$ cat config.mk
export PLATFORM = sky130hd
export DESIGN_NAME = mips_cpu_state_controller
export DESIGN_NICKNAME = d
export VERILOG_FILES = /design/src/rtl/mips_cpu_state_controller.sv
export SDC_FILE = /design/constraint.sdc
export NUM_CORES = 1
export LEC_CHECK = 0
export CAP_MARGIN = 20
export CORE_ASPECT_RATIO = 0.8
export CORE_MARGIN = 4
export CORE_UTILIZATION = 44
export CTS_BUF_LIST = sky130_fd_sc_hd__clkbuf_16
export DETAILED_ROUTE_END_ITERATION = 16
export PLACE_DENSITY = 0.86
export SLEW_MARGIN = 10
export SYNTH_ARGS = -nofsm -noshare
export SYNTH_HDL_FRONTEND = slang
export SYNTH_SLANG_ARGS = --single-unit
$ cat constraint.sdc
create_clock -name clk -period 2.41 [get_ports clk]
set_input_delay 0.241 -clock clk [delete_from_list [all_inputs] [get_ports clk]]
set_output_delay 0.241 -clock clk [all_outputs]
set_load 0.005 [all_outputs]
$ cat src/rtl/mips_cpu_state_controller.sv
`default_nettype none
// ============================================================================
// Module   : mips_cpu_state_controller
// Purpose  : Multicycle MIPS control unit owning the instruction state
//            register. Sequences FETCH/DECODE/EXEC1/EXEC2, stalls on
//            memory waitrequest, holds MULT/DIV in a bounded MDWAIT state and
//            parks in HALT on a JR to address zero. Per-instruction mux
//            selects stay in the external combinational decoder; this block
//            only produces the timing strobes.
// Ports    : clk, reset_n (async active-low)
//            opcode/fncode/regimm  - instruction fields from the IR
//            waitrequest           - memory not ready this cycle
//            jr_target_zero        - rs == 0, valid in EXEC1
//            state, active         - current state and running flag
//            memread, memwrite, iord, irwrite, pcwrite, pcwritecond,
//            regwrite, muldivwrite - datapath strobes
//            stall                 - state held because of waitrequest
//            illegal               - one-cycle pulse for undecoded encodings
// Revision : 1.0 - initial release
// ============================================================================
module mips_cpu_state_controller #(
    parameter int MULDIV_CYCLES   = 32,   // legal range 1..64
    parameter int HALT_ON_PC_ZERO = 1,
    parameter int STALL_ON_WAIT   = 1
) (
    input  logic       clk,
    input  logic       reset_n,
    input  logic [5:0] opcode,
    input  logic [5:0] fncode,
    input  logic [4:0] regimm,
    input  logic       waitrequest,
    input  logic       jr_target_zero,
    output logic [2:0] state,
    output logic       active,
    output logic       memread,
    output logic       memwrite,
    output logic       iord,
    output logic       irwrite,
    output logic       pcwrite,
    output logic       pcwritecond,
    output logic       regwrite,
    output logic       muldivwrite,
    output logic       stall,
    output logic       illegal
);

    localparam logic [2:0] c_s_idle   = 3'd0;
    localparam logic [2:0] c_s_fetch  = 3'd1;
    localparam logic [2:0] c_s_decode = 3'd2;
    localparam logic [2:0] c_s_exec1  = 3'd3;
    localparam logic [2:0] c_s_exec2  = 3'd4;
    localparam logic [2:0] c_s_mdwait = 3'd5;
    localparam logic [2:0] c_s_halt   = 3'd7;

    // Counter counts down to zero, so MDWAIT lasts exactly MULDIV_CYCLES.
    localparam logic [5:0] c_md_load = 6'(MULDIV_CYCLES - 1);

    logic [2:0] r_state;
    logic [5:0] r_md_cnt;
    logic [2:0] w_next_state;
    logic [5:0] w_md_cnt_next;
    logic       w_wait;

    // Instruction class decode
    logic w_alu, w_branch, w_jump, w_jr, w_link, w_load, w_store, w_mt, w_md;

    // Only the link bit of the REGIMM rt field matters to this block.
    logic w_unused_regimm;
    assign w_unused_regimm = &{1'b0, regimm[3:0]};

    assign w_wait = waitrequest & (STALL_ON_WAIT != 0);

    always_comb begin
        w_alu    = 1'b0;
        w_branch = 1'b0;
        w_jump   = 1'b0;
        w_jr     = 1'b0;
        w_link   = 1'b0;
        w_load   = 1'b0;
        w_store  = 1'b0;
        w_mt     = 1'b0;
        w_md     = 1'b0;
        case (opcode)
            6'h00: begin
                case (fncode)
                    6'h00, 6'h02, 6'h03, 6'h04, 6'h06, 6'h07,
                    6'h10, 6'h12,
                    6'h20, 6'h21, 6'h22, 6'h23, 6'h24, 6'h25, 6'h26, 6'h27,
                    6'h2a, 6'h2b:                 w_alu = 1'b1;
                    6'h08: begin
                        w_jump = 1'b1;
                        w_jr   = 1'b1;
                    end
                    6'h09: begin
                        w_jump = 1'b1;
                        w_link = 1'b1;
                    end
                    6'h11, 6'h13:                 w_mt  = 1'b1;
                    6'h18, 6'h19, 6'h1a, 6'h1b:   w_md  = 1'b1;
                    default: ;
                endcase
            end
            6'h01: begin
                w_branch = 1'b1;
                w_link   = regimm[4];   // BLTZAL/BGEZAL write $ra
            end
            6'h02: w_jump = 1'b1;
            6'h03: begin
                w_jump = 1'b1;
                w_link = 1'b1;
            end
            6'h04, 6'h05, 6'h06, 6'h07:                 w_branch = 1'b1;
            6'h09, 6'h0a, 6'h0b, 6'h0c, 6'h0d, 6'h0e, 6'h0f: w_alu = 1'b1;
            6'h20, 6'h21, 6'h23, 6'h24, 6'h25:          w_load   = 1'b1;
            6'h28, 6'h29, 6'h2b:                        w_store  = 1'b1;
            default: ;
        endcase
    end

    // Strobes and next state; everything is zero unless a state raises it,
    // which keeps IDLE and HALT silent regardless of inputs.
    always_comb begin
        w_next_state  = r_state;
        w_md_cnt_next = r_md_cnt;
        memread       = 1'b0;
        memwrite      = 1'b0;
        iord          = 1'b0;
        irwrite       = 1'b0;
        pcwrite       = 1'b0;
        pcwritecond   = 1'b0;
        regwrite      = 1'b0;
        muldivwrite   = 1'b0;
        stall         = 1'b0;
        illegal       = 1'b0;
        case (r_state)
            c_s_idle: w_next_state = c_s_fetch;
            c_s_fetch: begin
                memread = 1'b1;
                if (w_wait) begin
                    stall = 1'b1;
                end else begin
                    irwrite      = 1'b1;
                    pcwrite      = 1'b1;
                    w_next_state = c_s_decode;
                end
            end
            c_s_decode: w_next_state = c_s_exec1;
            c_s_exec1: begin
                if (w_load) begin
                    memread = 1'b1;
                    iord    = 1'b1;
                    if (w_wait) stall = 1'b1;
                    else        w_next_state = c_s_exec2;
                end else if (w_store) begin
                    // memwrite stays asserted through the stall
                    memwrite = 1'b1;
                    iord     = 1'b1;
                    if (w_wait) stall = 1'b1;
                    else        w_next_state = c_s_fetch;
                end else if (w_alu) begin
                    regwrite     = 1'b1;
                    w_next_state = c_s_fetch;
                end else if (w_branch) begin
                    pcwritecond  = 1'b1;
                    regwrite     = w_link;
                    w_next_state = c_s_fetch;
                end else if (w_jump) begin
                    pcwrite  = 1'b1;
                    regwrite = w_link;
                    if (w_jr && jr_target_zero && (HALT_ON_PC_ZERO != 0))
                        w_next_state = c_s_halt;
                    else
                        w_next_state = c_s_fetch;
                end else if (w_mt) begin
                    muldivwrite  = 1'b1;
                    w_next_state = c_s_fetch;
                end else if (w_md) begin
                    w_md_cnt_next = c_md_load;
                    w_next_state  = c_s_mdwait;
                end else begin
                    illegal      = 1'b1;
                    w_next_state = c_s_fetch;
                end
            end
            c_s_exec2: begin
                regwrite     = 1'b1;
                iord         = 1'b1;
                w_next_state = c_s_fetch;
            end
            c_s_mdwait: begin
                if (r_md_cnt == 6'd0) begin
                    muldivwrite  = 1'b1;
                    w_next_state = c_s_fetch;
                end else begin
                    w_md_cnt_next = r_md_cnt - 6'd1;
                end
            end
            c_s_halt: w_next_state = c_s_halt;
            default:  w_next_state = c_s_idle;
        endcase
    end

    always_ff @(posedge clk or negedge reset_n) begin
        if (!reset_n) begin
            r_state  <= c_s_idle;
            r_md_cnt <= 6'd0;
        end else begin
            r_state  <= w_next_state;
            r_md_cnt <= w_md_cnt_next;
        end
    end

    assign state  = r_state;
    assign active = (r_state != c_s_idle) && (r_state != c_s_halt);

endmodule
`default_nettype wire

==> impl_metrics.env <==
export IMPL_drtAntennaViolNets=0
export IMPL_synth_edff_count=0
export IMPL_skew_ps=2.517
export IMPL_setup_viol=0
export IMPL_slew_headroom_pct=69.50
export IMPL_drc_errors=0
export IMPL_fin_tns_setup_ps=0
export IMPL_dr_pass1_iters=4
export IMPL_cts_buffers=3
export IMPL_cts_sinks=9
export IMPL_min_period_ps=2368
export IMPL_clock_path_buffers=2
export IMPL_powerDensity_nw_per_um2=674.3
export IMPL_cp_cell_sequence="clkdlybuf4s50_1, or3_4, buf_4, nor3_2, a21o_1, clkdlybuf4s50_1"
export IMPL_die_width_um=60.76
export IMPL_grt_total_usage_pct=23.95
export IMPL_cts_tree="built"
export IMPL_h_tree_depth=1
export IMPL_ff2ff_setup_slack_ps=450
export IMPL_design_die_area_um2=3050
export IMPL_syn_avg_cell_area_um2=8.030
export IMPL_critPathMaxFanout=5
export IMPL_r2r_end="r_md_cnt[1]"
export IMPL_stdcell_count=200
export IMPL_hold_path_class="in -> async"
export IMPL_yosysSeqAreaShare_pct=22.99
export IMPL_via_per_inst=6.455
export IMPL_drive_above_1_share_pct=31.25
export IMPL_diodes=0
export IMPL_power_leakage_nw=0.6949
export IMPL_slowest_delay_ps=500
export IMPL_rows=14
export IMPL_grt_max_degree=13
export IMPL_synthTopCellsByArea="dfrtp_1 (23%), nand2_1 (3.4%), nor2_1 (3.4%)"
export IMPL_place_inst=196
export IMPL_cts_hold_buf=0
export IMPL_status="completed"
export IMPL_antenna_found_initial=0
export IMPL_dpl_hpwl_mm=2.634
export IMPL_synth_distinct_cells=52
export IMPL_post_route_util_pct=82.27
export IMPL_drt_wl_total_mm=3.723
export IMPL_clk_latency_ps=230
export IMPL_async_flop_share_pct=100.0
export IMPL_core_area_um2=1997
export IMPL_synth_top_area_share_pct=22.99
export IMPL_post_drt_wl_per_cell_um=18.62
export IMPL_ys_ff_latch=9
export IMPL_worstPathRequired_ps=2170
export IMPL_nets=199
export IMPL_cp_top_family="buffers and inverters"
export IMPL_r2r_start="r_md_cnt[0]"
export IMPL_rsz0062_at_grt="yes"
export IMPL_grt_ovfl_total=0
export IMPL_seq_area_um2=225.2
export IMPL_clock_fmax_mhz=422.3
export IMPL_slowest_stage="clkdlybuf4s50_1"
export IMPL_grt_pass1_vias=1191
export IMPL_crit_type="in -> out"
export IMPL_cp_common_cell="clkdlybuf4s50_1"
export IMPL_worstRegToRegCells=6
export IMPL_timing_final_crit_share_pct=98.27
export IMPL_crit_buf_inv=3
export IMPL_peakVddDrop_mv=0.8073
export IMPL_initial_core_util_pct=49.06
export IMPL_path_clk_slew_ps=40
export IMPL_endpoint_kind="output pin"
export IMPL_synth_ff_type="dfrtp_1"
export IMPL_grt_pass1_wl_mm=5.589
export IMPL_io_buffers=30
export IMPL_synthesis_area_um2=979.7
export IMPL_vias=1291
export IMPL_maxCapViolations=0
export IMPL_tightestPinTransition_ps=456.5
export IMPL_areaGrowthSynthToFinish_pct=67.69
export IMPL_ios=35
export IMPL_synth_largest_area_cell="dfrtp_1"
export IMPL_drt_iter0_markers=67
export IMPL_yosysWarnings=0
export IMPL_fp_dieH_um=50.21
export IMPL_hold_viol=0
export IMPL_synth_nets=144
export IMPL_netlist_instances=122
export IMPL_gp_congestion=0.8654
export IMPL_slew_violations=0
export IMPL_n_fill_cell=119
export IMPL_cts_root_buf="clkbuf_16"
export IMPL_multiInputGateArea_um2=784.5
export IMPL_start_kind="primary input"
export IMPL_crit_arrival_ps=2130
sequential cells by signal (all words and copies together), names as in the netlist:
name      flops
r_md_cnt      6
state         3
power by group:
part | switching (W) | leakage, nW | internal [W]
registers | 0.0000248 | 0.0957 | 0.000180
clock network | 0.0000723 | 0.0423 | 0.000217
logic | 0.000301 | 0.557 | 0.000313
total | 0.000398 | 0.695 | 0.000709
stage by stage:
stage / worst slack, ps / hold WS (ps) / total power, W / instance area, µm²
floorplan: 698.9 / -54.59 / 0.0004922 / 979.7
global placement: -72.21 / 512.7 / 0.0007631 / 1476
detailed placement: -138.1 / 523.2 / 0.0007969 / 1476
CTS: 9.548 / 314.2 / 0.001093 / 1589
global route: -23.65 / 358.1 / 0.001174 / 1643
finish: 41.78 / 317.2 / 0.001108 / 1643
synth_stat cells (all sizes together), types with 3 or more instances:
| master | n |
|---|---|
| clkbuf | 3 |
| nand3 | 4 |
| o211ai | 4 |
| nand2 | 9 |
| a21oi | 6 |
| dfrtp | 9 |
| inv | 9 |
| nand2b | 4 |
| o21ai | 10 |
| nor2b | 3 |
| nor2 | 9 |
| or3 | 5 |
| nor3 | 6 |
| o31ai | 4 |
| or3b | 3 |
area by class of cell:
class	count	area share, %
multi-input cells	99	47.75
repair buffers	55	29.86
well taps	24	1.828
flip-flops and latches	9	13.71
inverters	9	2.056
clock buffers	3	4.570
clock inverters	1	0.2285
layer usage:
| layer | global-route usage, % | vias to the layer above | wire length [µm] |
|---|---|---|---|
| li1 | - | 578 | - |
| met2 | 40.93 | 79 | 1801 |
| met3 | 5.385 | 22 | 303 |
| met1 | 30.16 | 612 | 1447 |
| met4 | 6.137 | 0 | 171 |
| met5 | 0 | - | 0 |
timing repair:
| action | 4_1_cts | 5_1_grt |
|---|---|---|
| pin swaps | 0 | 1 |
| buffers inserted | 0 | 0 |
| resized for setup | 11 | 11 |
| endpoints found under the hold margin | 0 | 0 |
| endpoints found under the setup margin | 7 | 6 |
cell usage in the layout, fill, tap and decap left out, types with 2 or more instances in the layout:
| cell | instances |
|---|---|
| buf_4 | 25 |
| clkdlybuf4s50_1 | 23 |
| inv_1 | 9 |
| nor2_1 | 9 |
| nand2_1 | 9 |
| dfrtp_1 | 9 |
| a21oi_1 | 5 |
| nand2b_1 | 4 |
| o21ai_1 | 4 |
| nor3_1 | 4 |
| nand3_1 | 4 |
| o21ai_0 | 4 |
| o211ai_1 | 4 |
| dlygate4sd2_1 | 4 |
| nor2b_1 | 3 |
| o31ai_2 | 3 |
| or3_4 | 3 |
| clkbuf_16 | 3 |
| dlymetal6s2s_1 | 3 |
| o21ai_2 | 2 |
| nor3_2 | 2 |
| a21o_1 | 2 |
| a211oi_4 | 2 |
| o32ai_2 | 2 |
| nor4_2 | 2 |
| or3_1 | 2 |
how the worst max path moves through the flow:
stage | from | slack, ps | end | cells past startpoint
floorplan | r_md_cnt[0] | 700 | muldivwrite | 5
global placement | opcode[2] | -70 | muldivwrite | 6
detailed placement | fncode[4] | -140 | illegal | 6
CTS | fncode[0] | 10 | regwrite | 6
global route | opcode[1] | -20 | pcwritecond | 8
finish | opcode[4] | 40 | pcwrite | 6
kinds of logic after synthesis:
family                   share of synthesized area, %
buffers and inverters                           5.619
multiplexers                                    1.022
adder cells (fa/ha/maj)                         1.277
flip-flops                                      22.99
AND/OR/NAND/NOR                                 34.35
AO/OA/AOI/OAI                                   34.74
Note: power is estimated with default switching activity, not from simulation.
